<file path="src/rtl/lab5_divider.sv">
// rtl/lab5_divider.sv - Sequential unsigned restoring divider, one quotient bit per clock
//
// Purpose: divides a WIDTH_A-bit dividend by a WIDTH_B-bit divisor, producing
// a WIDTH_A-bit quotient and WIDTH_B-bit remainder after exactly WIDTH_A
// iterations. Start/busy/done handshake; results hold until the next result.
//
// Ports:
//   clk     - clock, all state changes on the rising edge
//   reset   - synchronous, active-high reset
//   start   - request, accepted when not busy (IDLE or DONE)
//   in_a    - dividend, captured on the accepting edge
//   in_b    - divisor, captured on the accepting edge
//   busy    - high while iterating
//   done    - one-cycle pulse; out_q/out_r valid from this cycle on
//   out_q   - quotient (all ones for a zero divisor)
//   out_r   - remainder (in_a[WIDTH_B-1:0] for a zero divisor)
//   out_err - only with LAB5_DIV_ZERO_ERR_EN: 1 when the divisor was zero
//
// Optional feature macro: LAB5_DIV_ZERO_ERR_EN

module lab5_divider #(
    parameter int WIDTH_A = 8,
    parameter int WIDTH_B = 3
) (
    input  logic               clk,
    input  logic               reset,
    input  logic               start,
    input  logic [WIDTH_A-1:0] in_a,
    input  logic [WIDTH_B-1:0] in_b,
    output logic               busy,
    output logic               done,
    output logic [WIDTH_A-1:0] out_q,
    output logic [WIDTH_B-1:0] out_r
`ifdef LAB5_DIV_ZERO_ERR_EN
    ,
    output logic               out_err
`endif
);

    localparam int CW = $clog2(WIDTH_A) + 1;
    localparam logic [CW-1:0] LAST_ITER = CW'(WIDTH_A - 1);

    typedef enum logic [1:0] {
        IDLE = 2'd0,
        RUN  = 2'd1,
        DONE = 2'd2
    } state_t;

    state_t state;
    state_t state_next;

    // a_reg starts as the dividend and shifts left each iteration; quotient
    // bits enter at the LSB, so it holds the full quotient after WIDTH_A steps.
    logic [WIDTH_A-1:0] a_reg;
    logic [WIDTH_B-1:0] b_reg;
    logic [WIDTH_B-1:0] p_reg;
    logic [CW-1:0]      count;

    logic               accept;
    logic               last_iter;
    logic [WIDTH_B:0]   p_shift;
    logic               q_bit;
    logic [WIDTH_B-1:0] p_next;
    logic [WIDTH_A-1:0] a_next;

    always_ff @(posedge clk) begin
        if (reset) begin
            state <= IDLE;
        end else begin
            state <= state_next;
        end
    end

    always_comb begin
        state_next = state;
        busy       = 1'b0;
        done       = 1'b0;
        case (state)
            IDLE: begin
                if (start) begin
                    state_next = RUN;
                end
            end
            RUN: begin
                busy = 1'b1;
                if (last_iter) begin
                    state_next = DONE;
                end
            end
            DONE: begin
                done       = 1'b1;
                state_next = start ? RUN : IDLE;
            end
            default: begin
                state_next = IDLE;
            end
        endcase
    end

    assign accept    = start && (state == IDLE || state == DONE);
    assign last_iter = (count == LAST_ITER);

    // One restoring step. The stored partial remainder is always below the
    // divisor, so only the shifted value needs the extra bit; the difference
    // fits WIDTH_B bits and modulo subtraction on the low bits is exact.
    // A zero divisor makes every step subtract nothing, which naturally
    // yields an all-ones quotient and the dividend's low bits as remainder.
    always_comb begin
        p_shift = {p_reg, a_reg[WIDTH_A-1]};
        q_bit   = (p_shift >= {1'b0, b_reg});
        p_next  = q_bit ? (p_shift[WIDTH_B-1:0] - b_reg) : p_shift[WIDTH_B-1:0];
        a_next  = {a_reg[WIDTH_A-2:0], q_bit};
    end

    always_ff @(posedge clk) begin
        if (reset) begin
            a_reg   <= '0;
            b_reg   <= '0;
            p_reg   <= '0;
            count   <= '0;
            out_q   <= '0;
            out_r   <= '0;
`ifdef LAB5_DIV_ZERO_ERR_EN
            out_err <= 1'b0;
`endif
        end else if (accept) begin
            a_reg <= in_a;
            b_reg <= in_b;
            p_reg <= '0;
            count <= '0;
        end else if (state == RUN) begin
            a_reg <= a_next;
            p_reg <= p_next;
            count <= count + 1'b1;
            if (last_iter) begin
                out_q   <= a_next;
                out_r   <= p_next;
`ifdef LAB5_DIV_ZERO_ERR_EN
                out_err <= (b_reg == '0);
`endif
            end
        end
    end

endmodule

</file>
<file path="config.mk">
export PLATFORM = sky130hd
export DESIGN_NAME = lab5_divider
export DESIGN_NICKNAME = d
export VERILOG_FILES = /design/src/rtl/lab5_divider.sv
export SDC_FILE = /design/constraint.sdc
export NUM_CORES = 1
export LEC_CHECK = 0
export BUFFER_PORTS_ARGS = -buffer_cell sky130_fd_sc_hd__clkbuf_2
export CORE_ASPECT_RATIO = 0.9
export CORE_UTILIZATION = 53
export CTS_CLUSTER_DIAMETER = 30
export DETAILED_ROUTE_END_ITERATION = 12
export PLACE_DENSITY_LB_ADDON = 0.1
export SLEW_MARGIN = 40
export SYNTH_ARGS = -nofsm -noshare
export SYNTH_HDL_FRONTEND = slang
export SYNTH_SLANG_ARGS = --single-unit
</file>
<file path="constraint.sdc">
create_clock -name clk -period 2.1 [get_ports clk]
set_input_delay 0.21 -clock clk [delete_from_list [all_inputs] [get_ports clk]]
set_output_delay 0.21 -clock clk [all_outputs]
set_load 0.03 [all_outputs]
</file>
# Word level (Yosys, flattened, before mapping)
# Index checks and enable logic that the tools add are counted.
dict set report classes {
  magnitude_cmp 1
  reduce_logical 7
  n_addsub 2
  bitwise_logic 1
  n_div 0
  n_eq_ne 5
  mux 9
  n_mul 0
  shift 0
}
# cell n
set ops {}
lappend ops {{2-to-1 mux 8 bit} 2}
lappend ops {{case mux 2 bit (3 select lines)} 1}
lappend ops {{adder 4 x 1 -> 4 bit, second input constant} 1}
lappend ops {{== test 4 x 3 -> 1 bit, second input constant} 1}
lappend ops {{greater-or-equal comparator 4 x 3 -> 1 bit} 1}
lappend ops {{2-to-1 mux 2 bit} 2}
lappend ops {{!= test 2 bit, second input constant} 2}
lappend ops {{2-to-1 mux 1 bit} 3}
lappend ops {{2-to-1 mux 3 bit} 1}
lappend ops {{AND reduction 3 bit} 1}
lappend ops {{subtractor 3 bit} 1}
lappend ops {{== test 2 x 1 -> 1 bit, second input constant} 1}
lappend ops {{== test 2 bit, second input constant} 1}
lappend ops {{zero test 2 bit} 1}
lappend ops {{AND reduction 2 bit} 1}
lappend ops {{nonzero test 2 bit} 1}
lappend ops {{OR reduction 2 bit} 1}
lappend ops {{logical AND 1 bit} 1}
lappend ops {{logical OR 1 bit} 1}
lappend ops {{NOT 1 bit} 1}
dict set report word_totals {
  register_bits 31
  mem_bits_ro 0
  wordCells 32
  mem_count 0
  latch_bits 0
  ram_bits 0
  input_bits 14
}

# Depth between registers and ports, before layout
# Gate-level depths: netlist of the first run.
dict set report depth {
  depth_word 5
  mapped_depth 7
  depth_no_buf 7
}

# Least setup slack after synthesis of the first run
# Ideal clock, no wire load.
dict set report synth_timing {
  path_kind {register to register}
  from {reg a_reg[7]}
  to {reg out_r[1]}
  path_stages_with_launch 8
  synth_period_minus_slack_ns 1.863
  path_buffers 0
  arrival_time_ns 1.778
  required_ns 2.015
  setup_ns 0.085
  path_slack_ns 0.237
  cell_sequence {dfxtp_1 -> inv_1 -> ha_1 -> fa_1 -> a21bo_1 -> a211o_4 -> mux2_4 -> o31ai_2}
}
dict set report synth_via {
  elab_chain_len 2
  word_cells_on_any_way 3
  cone_classes {add/sub (1); order compare (1); mux (1)}
}
# item line
set synth_rtl {}
lappend synth_rtl {{start: declaration} 54} ;# logic [WIDTH_A-1:0] a_reg;
lappend synth_rtl {{start signal: assignment} 127} ;# a_reg <= in_a;
lappend synth_rtl {{start signal: assignment} 132} ;# a_reg <= a_next;
lappend synth_rtl {{greater-or-equal comparator 4 x 3 -> 1 bit / subtractor 3 bit (equally long branches)} {110, 111}}
lappend synth_rtl {{2-to-1 mux 3 bit (*)} 111} ;# p_next = q_bit ? (p_shift[WIDTH_B-1:0] - b_reg) : p_shift[WIDTH_B-1:0];
lappend synth_rtl {{end signal: assignment} 137} ;# out_r <= p_next;
lappend synth_rtl {{end: declaration} 33} ;# output logic [WIDTH_B-1:0] out_r
# Every way passes the cells marked *; elsewhere a longest branch is shown, timed or not.
# A chain may end at the register's enable or synchronous reset.

# Worst setup path in the final report of the first run
# Same ends and word-level chain as after synthesis.

==> results of run 1 <==
==> cell usage after synthesis (all sizes together), types with 3 or more instances <==
cell type / count
a211oi: 3
a21oi: 17
a22oi: 3
a311oi: 4
buf: 3
clkbuf: 6
dfxtp: 31
ha: 4
inv: 5
nand2: 38
nand2b: 3
nor2: 15
o22ai: 3
==> layout make-up <==
| class | instances | area, sq um |
|---|---|---|
| sequential | 31 | 622 |
| tap | 27 | 33.8 |
| fill | 197 | 716 |
| multi-input combinational | 112 | 652 |
| clock buffer | 8 | 68.8 |
| timing repair buffer | 31 | 168 |
| inverter | 6 | 22.5 |
==> worst max-delay path by stage <==
stage          startpoint       end  slack [ns]  cells past startpoint
3_5_place_dp     a_reg[7]  out_r[1]        0.11                      7
4_1_cts          a_reg[7]  out_r[1]        0.09                      7
3_3_place_gp     a_reg[7]  out_r[1]        0.20                      7
6_report         a_reg[7]  out_r[1]        0.14                      7
5_1_grt          a_reg[7]  out_r[1]       0.008                      7
2_1_floorplan    a_reg[7]  out_r[1]        0.24                      7
==> metal layers <==
layer	up-vias	wire length, um
met1	518	1260
li1	594	-
met3	8	120
met5	-	0
met4	0	55
met2	28	1300
==> worst min-delay path: stages <==
cell and delay (ns):
clkbuf_2 0.08, nand2_1 0.04, a21oi_1 0.05
==> timing repair <==
action	4_1_cts	5_1_grt
endpoints found under the hold margin	0	0
resized for setup	0	1
setup buffers	0	0
endpoints found under the setup margin	0	1
==> logic make-up after synthesis <==
group	after synthesis	share of synthesized area, %
AND/OR/NAND/NOR	65	20.8
AO/OA/AOI/OAI	36	18.4
flip-flops	31	46.6
buffers and inverters	15	4.42
adder cells (fa/ha/maj)	5	5.26
XOR/XNOR	4	2.63
multiplexers	2	1.88
==> per-stage QoR <==
step / util [%] / area, sq um / power [mW] / hold WS [ns]
after floorplan: - / 1330 / 0.751 / 0.346
after global placement: 65.6 / 1500 / 0.791 / 0.434
after detailed placement: 65.6 / 1500 / 0.797 / 0.442
after CTS: 68.6 / 1570 / 1.19 / 0.0871
after global routing: 68.6 / 1570 / 1.23 / 0.105
final: 68.6 / 1570 / 1.17 / 0.0970
==> placed cells by master, fill, tap and decap left out <==
cell,n
o31ai_2,1
nor2b_1,2
dfxtp_2,1
dfxtp_1,30
xnor2_1,2
nor3_1,1
clkbuf_1,1
o21ai_0,1
a211o_4,1
a22oi_1,3
o21a_1,1
mux2i_1,1
a21oi_1,17
nor2_1,15
nand2_1,38
xor2_1,2
nand2b_1,3
a211oi_1,3
o22ai_1,3
clkbuf_8,2
ha_1,4
mux2_4,1
o221ai_1,1
nand3b_1,2
clkbuf_4,5
a21bo_1,1
or2_2,1
a311oi_1,4
nand4_1,1
clkinv_1,1
or3_1,1
clkbuf_2,26
or2b_1,1
fa_1,1
inv_1,5
buf_4,5
==> power groups by stage <==
| stage | registers, mW | logic [mW] | clock network [mW] |
|---|---|---|---|
| 2_1_floorplan | 0.638 | 0.113 | 0 |
| 3_3_place_gp | 0.641 | 0.150 | 0 |
| 3_5_place_dp | 0.642 | 0.154 | 0 |
| 4_1_cts | 0.629 | 0.155 | 0.401 |
| 5_1_grt | 0.632 | 0.174 | 0.427 |
| 6_report | 0.629 | 0.155 | 0.389 |
==> flow_summary.toml, run 1 <==
[logic_synthesis]
async_flop_share_pct = 0
yosys.area.top_type = "dfxtp_1"
synthesis.area_sq_mm = 0.00133
synth.net_count = 177
synth_edf_count = 0
synth_cell_type_count = 33
syn_inst = 158
ys_seq_elements = 31
syn-mean-instance-area_sq_um = 8.43
synth_top_area_share_pct = 46.6
ys.flop_type = "dfxtp_1"
synth_area_leaders = "dfxtp_1 47%, nand2_1 11%, a21oi_1 6.4%"
yosys_warnings = 0
synth-seq-area-share_pct = 46.6

[routing]
wl_um = 2740
viasPerCell = 5.34
drt_pre_antenna_iters = 4
drt_iter0_markers = 15
drc = 0
wl_per_cell_um = 12.8
route.vias.total = 1148
ant_nets = 0

[global_routing]
grt_use_total_pct = 24.2
grt_pass1_vias = 1044
grt_max_degree = 28
met2_usage_pct = 38.0
gr-usage-met3_pct = 7.41
use_met1_pct = 29.0
grt_pass1_wl_um = 4530
antenna_found_initial = 0
busiest_layer = "met2"
grt-ovfl-total = 0

[layout]
final_cells = 215
drive_gt1_share_pct = 22.9
area_growth_pct = 17.7
n_antenna_cell = 0
nets = 206

[clock_network]
cts_tree = "yes"
clk_pin_slew_worst_paths_ns = 0.09
cts_root_buf = "clkbuf_4"
cts_sinks = 31
cts_buffer_depth = 2
cts_buffers = 5
cts_hold_buf = 0
clock_latency_ns = 0.33
htree_levels = 2

[setup_path]
r2r_slack_ns = 0.14
worstPathRequired_ns = 2.35
crit_path_end_kind = "flip-flop"
cp-start-kind = "flip-flop"
path_delay_family = "adder cells"
slowest_stage = "fa_1"
crit_chain = "inv_1, ha_1, fa_1, a21bo_1, a211o_4, mux2_4, o31ai_2"
r2r_end = "out_r[1]"
path_class = "reg -> reg"
cp_data_arrival_time_ns = 2.21
reg2reg_depth = 7
cp_num_buf_inv = 1
crit_fanout = 6
r2r_start = "a_reg[7]"
crit_path_max_incr_delay_ns = 0.41

[floorplanning]
fp.dieH_um = 49.5
floorplan.initialDensity_pct = 58.3
die_area_sq_mm = 0.00272
core_area_sq_mm = 0.00228
ios = 27
num_rows = 16
die_w_um = 54.8

[pwr]
p_leak_nw = 0.636
ir_drop_v = 0.000553
p_int_mw = 0.876
comb_power_share_pct = 13.2
p_sw_mw = 0.298
pwr-share-seq_pct = 53.6
power_density_mw_per_mm2 = 749
switching_share_pct = 25.3
p_clk_share_pct = 33.2

[sta]
fmax_mhz = 509
maxSlewViolCount = 0
slew_headroom_pct = 64.1
period_needed_ns = 1.96
worst_pin_slew_ns = 0.538
hold_violations = 0
finalCritPeriodShare_pct = 93.5
rsz0062_at_grt = "false"
fin_skew_ns = 0.00419
fin_ws_ns = 0.136
tns_ns = 0
setup_viol = 0

[flow_run]
cap_viol_max_count = 0

[placement]
gp_congestion = 0.832
dp_hpwl_um = 1960
dp_cells = 207
pre_cts_ws_ns = 0.115
numPortBuffers = 26

[run_status]
outcome = "finished, final reports clean"

[min_path]
worst_hold_path_type = "in -> reg"
whs_path_depth = 3
worst_hold_path.endpoint = "b_reg[0]"
hold_start = "in_b[0]"
Note: power is estimated with default switching activity, not from simulation.
==> run 2, diff against run 1 <==
Settings changed: CORE_UTILIZATION 53 to 48.
Clock period 2.1 ns to 1.6 ns, I/O delays scaled along.
==> flow_summary.toml, run 2 (same netlist as run 1, synthesis figures left out) <==
[run_status]
outcome = "finished with violations"
violations = "negative setup slack"

[routing]
viasPerCell = 5.45
drt_iter0_markers = 39
route.vias.total = 1215
ant_nets = 0
wl_per_cell_um = 13.4
drc = 0
wl_um = 2980
drt_pre_antenna_iters = 9

[setup_path]
cp_data_arrival_time_ns = 2.10
r2r_start = "a_reg[7]"
r2r_slack_ns = -0.24
slowest_stage = "a211o_4"
crit_path_end_kind = "flip-flop"
reg2reg_depth = 7
crit_fanout = 4
path_class = "reg -> reg"
r2r_end = "p_reg[1]"
cp_num_buf_inv = 1
worstPathRequired_ns = 1.86
path_delay_family = "compound AO/OA/AOI/OAI gates"
cp-start-kind = "flip-flop"
crit_chain = "inv_2, ha_4, fa_2, a21bo_1, a211o_4, mux2_4, o22ai_1"
crit_path_max_incr_delay_ns = 0.35

[layout]
final_cell_mix = "38 x nand2_1, 27 x dfxtp_1, 25 x clkbuf_2"
nets = 214
utilization_pct = 65.8
area_growth_pct = 25.1
n_antenna_cell = 0
num-fill-cells = 228
drive_gt1_share_pct = 31.8
final_common_cell = "nand2_1"
final_cells = 223

[global_routing]
antenna_found_initial = 0
grt_max_degree = 18
grt_pass1_vias = 1121
grt_pass1_wl_um = 5020
grt-ovfl-total = 0
grt_use_total_pct = 23.3

[pwr]
power_density_mw_per_mm2 = 927
comb_power_share_pct = 16.2
p_leak_nw = 0.679
p_int_mw = 1.12
switching_share_pct = 27.4
p_sw_mw = 0.424
ir_drop_v = 0.000683
p_clk_share_pct = 30.3
pwr-share-seq_pct = 53.6

[sta]
fin_ws_ns = -0.243
slew_headroom_pct = 79.7
finalCritPeriodShare_pct = 115
rsz0062_at_grt = "true"
worst_pin_slew_ns = 0.305
period_needed_ns = 1.84
fmax_mhz = 543
hold_violations = 0
setup_viol = 8
maxSlewViolCount = 0
fin_skew_ns = 0.00944

[min_path]
worst_hold_path_type = "in -> reg"
hold_start = "in_b[2]"
whs_path_depth = 3
worst_hold_path.endpoint = "b_reg[2]"

[floorplanning]
ios = 27
core_area_sq_mm = 0.00253
die_w_um = 57.5
fp.dieH_um = 52.0
die_area_sq_mm = 0.00299
num_rows = 17
floorplan.initialDensity_pct = 52.6

[placement]
dp_hpwl_um = 2180
gp_congestion = 0.854
numPortBuffers = 26
dp_cells = 217

[clock_network]
cts_tree = "yes"
cts_root_buf = "clkbuf_4"
cts_buffer_depth = 2
clock_latency_ns = 0.34
cts_buffers = 5
clk_pin_slew_worst_paths_ns = 0.09
cts_hold_buf = 0
cts_setup_buffers = 0
cts_sinks = 31
htree_levels = 2

[flow_run]
cap_viol_max_count = 0
==> run 2: cell count changes in the layout (fill, tap and decap cells not counted), sizes merged <==
cell    change
buf         +8
clkbuf      -2
inv         +1
==> run 2: timing repair <==
| item | in CTS | in global routing |
|---|---|---|
| resized for setup | 5 | 6 |
| pin swaps | 1 | 0 |
| endpoints found under the setup margin | 9 | 9 |
==> run 2: how the worst max path moves through the flow <==
stage / from / to / slack (ns) / depth (start not counted)
finish: a_reg[7] / p_reg[1] / -0.24 / 7
global route: a_reg[7] / out_r[1] / -0.29 / 7
CTS: a_reg[7] / out_r[1] / -0.23 / 7
detailed placement: a_reg[7] / p_reg[1] / -0.20 / 7
global placement: a_reg[7] / out_r[1] / -0.16 / 7
floorplan: a_reg[7] / out_r[1] / -0.18 / 7
==> run 2: layout make-up <==
type	instances	area, sq um	area share, %
multi-input cells	112	693	41.6
flip-flops and latches	31	626	37.6
repair buffers	39	230	13.8
clock buffers	6	51.3	3.08
well taps	28	35.0	2.10
inverters	6	25.0	1.50
clock inverters	1	5.00	0.301
==> run 2: per-stage QoR <==
| stage | hold slack (ns) | instance area [sq um] | setup slack (ns) | power [mW] | setup TNS, ns |
|---|---|---|---|---|---|
| 3_3_place_gp | 0.381 | 1580 | -0.159 | 1.07 | -0.751 |
| 5_1_grt | 0.0487 | 1670 | -0.289 | 1.62 | -1.59 |
| 6_report | 0.0393 | 1670 | -0.243 | 1.54 | -1.12 |
| 4_1_cts | 0.0397 | 1660 | -0.233 | 1.54 | -1.14 |
| 3_5_place_dp | 0.395 | 1580 | -0.205 | 1.08 | -1.01 |
| 2_1_floorplan | 0.288 | 1350 | -0.179 | 0.992 | -0.408 |
==> run 2: power by group through the flow <==
stage,clock [mW],sequential (mW),combinational [mW]
floorplan,0,0.839,0.153
global placement,0,0.842,0.231
detailed placement,0,0.844,0.236
CTS,0.470,0.827,0.243
global route,0.510,0.833,0.277
finish,0.467,0.827,0.250
==> run 2: tightest hold or removal path, cell delays in order <==
cell      delay [ns]
clkbuf_2        0.08
nand2_1         0.04
a21oi_1         0.05
==> run 2: layer usage <==
| layer | routed length [um] | up-vias | track usage, % |
|---|---|---|---|
| met5 | 0 | - | 0 |
| met4 | 71 | 0 | 14.2 |
| met3 | 155 | 8 | 6.47 |
| met2 | 1300 | 31 | 36.8 |
| met1 | 1450 | 572 | 28.2 |
| li1 | - | 604 | - |
==> run 3, diff against run 2 <==
Settings changed: CORE_MARGIN set to 8.
==> flow_summary.toml, run 3 (same netlist as run 1, synthesis figures left out) <==
[clock_network]
cts_root_buf = "clkbuf_4"
cts_buffers = 5
cts_sinks = 31
cts_hold_buf = 0
cts_buffer_depth = 2
htree_levels = 2
clk_pin_slew_worst_paths_ns = 0.09
cts_tree = "yes"
clock_latency_ns = 0.33

[global_routing]
grt-ovfl-total = 0
grt_pass1_wl_um = 5530
grt_max_degree = 13
antenna_found_initial = 0
grt_use_total_pct = 14.9
grt_pass1_vias = 1221

[sta]
setup_viol = 8
hold_violations = 0
fin_skew_ns = 0.00651
fmax_mhz = 542
hold_slack_ns = 0.0541
worst_pin_slew_ns = 0.387
fin_ws_ns = -0.244
slew_headroom_pct = 74.2
rsz0062_at_grt = "true"
finalCritPeriodShare_pct = 115
maxSlewViolCount = 0
period_needed_ns = 1.84

[layout]
final_cell_mix = "38 x nand2_1, 28 x dfxtp_1, 25 x clkbuf_2"
area_growth_pct = 30.4
n_antenna_cell = 0
nets = 219
drive_gt1_share_pct = 34.5
final_common_cell = "nand2_1"

[pwr]
ir_drop_v = 0.000642
power_density_mw_per_mm2 = 911
p_leak_nw = 0.707

[floorplanning]
fp.dieH_um = 66.0
die_w_um = 71.5
die_area_sq_mm = 0.00472
num_rows = 18
floorplan.initialDensity_pct = 49.3
core_area_sq_mm = 0.00270
ios = 27

[setup_path]
cp-start-kind = "flip-flop"
crit_chain = "inv_2, ha_4, fa_2, a21bo_1, a211o_4, mux2_4, o31ai_2"
crit_path_max_incr_delay_ns = 0.36
cp_data_arrival_time_ns = 2.09
slowest_stage = "a211o_4"
crit_fanout = 4
worstPathRequired_ns = 1.85
path_delay_family = "compound AO/OA/AOI/OAI gates"
path_class = "reg -> reg"
cp_num_buf_inv = 1
crit_path_end_kind = "flip-flop"

[routing]
drc = 0
drt_pre_antenna_iters = 4
ant_nets = 0
wl_um = 3360
wl_per_cell_um = 14.6
drt_iter0_markers = 42
viasPerCell = 5.22
route.vias.total = 1200

[placement]
pre_cts_ws_ns = -0.217
dp_hpwl_um = 2410
numPortBuffers = 26
gp_congestion = 0.837

[flow_run]
cap_viol_max_count = 0

[min_path]
worst_hold_path_type = "in -> reg"

[run_status]
outcome = "finished with violations"
violations = "negative setup slack"
## run 3: power by group
part | internal (mW) | switching [mW]
sequential | 0.802 | 0.0244
combinational | 0.148 | 0.151
clock | 0.203 | 0.252
## run 3: tightest hold or removal path, delay by kind of cell
kind            cells  cell delay, ns
compound gates      1            0.05
simple gates        1            0.05
buf+inv             1            0.08
## run 3: layout make-up
| cell class | count | area [sq um] |
|---|---|---|
| fillers | 241 | 967 |
| multi-input cells | 112 | 707 |
| flip-flops and latches | 31 | 624 |
| repair buffers | 44 | 284 |
| clock buffers | 6 | 51.3 |
| well taps | 30 | 37.5 |
| inverters | 6 | 26.3 |
| clock inverters | 1 | 5.00 |
## run 3: worst paths after layout
| path | from | endpoint | slack, ns | cells after the start |
|---|---|---|---|---|
| worst max-delay path | a_reg[7] | out_r[1] | -0.24 | 7 |
| worst max register to register | a_reg[7] | out_r[1] | -0.24 | 7 |
| worst min-delay path | in_b[2] | b_reg[2] | 0.05 | 3 |
| worst min register to register | out_q[4] | out_q[4] | 0.46 | 2 |
## run 3: layer usage
layer	vias to the layer above	global-route usage, %	part of all wire (%)
met2	27	25.0	46
met4	0	6.62	2.9
li1	615	-	-
met1	548	17.1	46
met5	-	0	0
met3	10	5.00	5.0
## run 3: per-stage QoR
step                      area (sq um)  power, mW  std cells  TNS [ns]  util, %
after floorplan                   1350      0.992        158    -0.408        -
after global placement            1600       1.08        219    -0.686     59.2
after detailed placement          1600       1.09        219     -1.16     59.2
after CTS                         1700       1.56        228     -1.51     62.8
after global routing              1740       1.65        230     -2.22     64.2
final                             1740       1.58        230     -1.77     64.2
## run 3: repair_timing
action,4_1_cts,5_1_grt
setup buffers,2,2
resized for setup,7,6
pin swaps,4,2
endpoints found under the setup margin,9,9
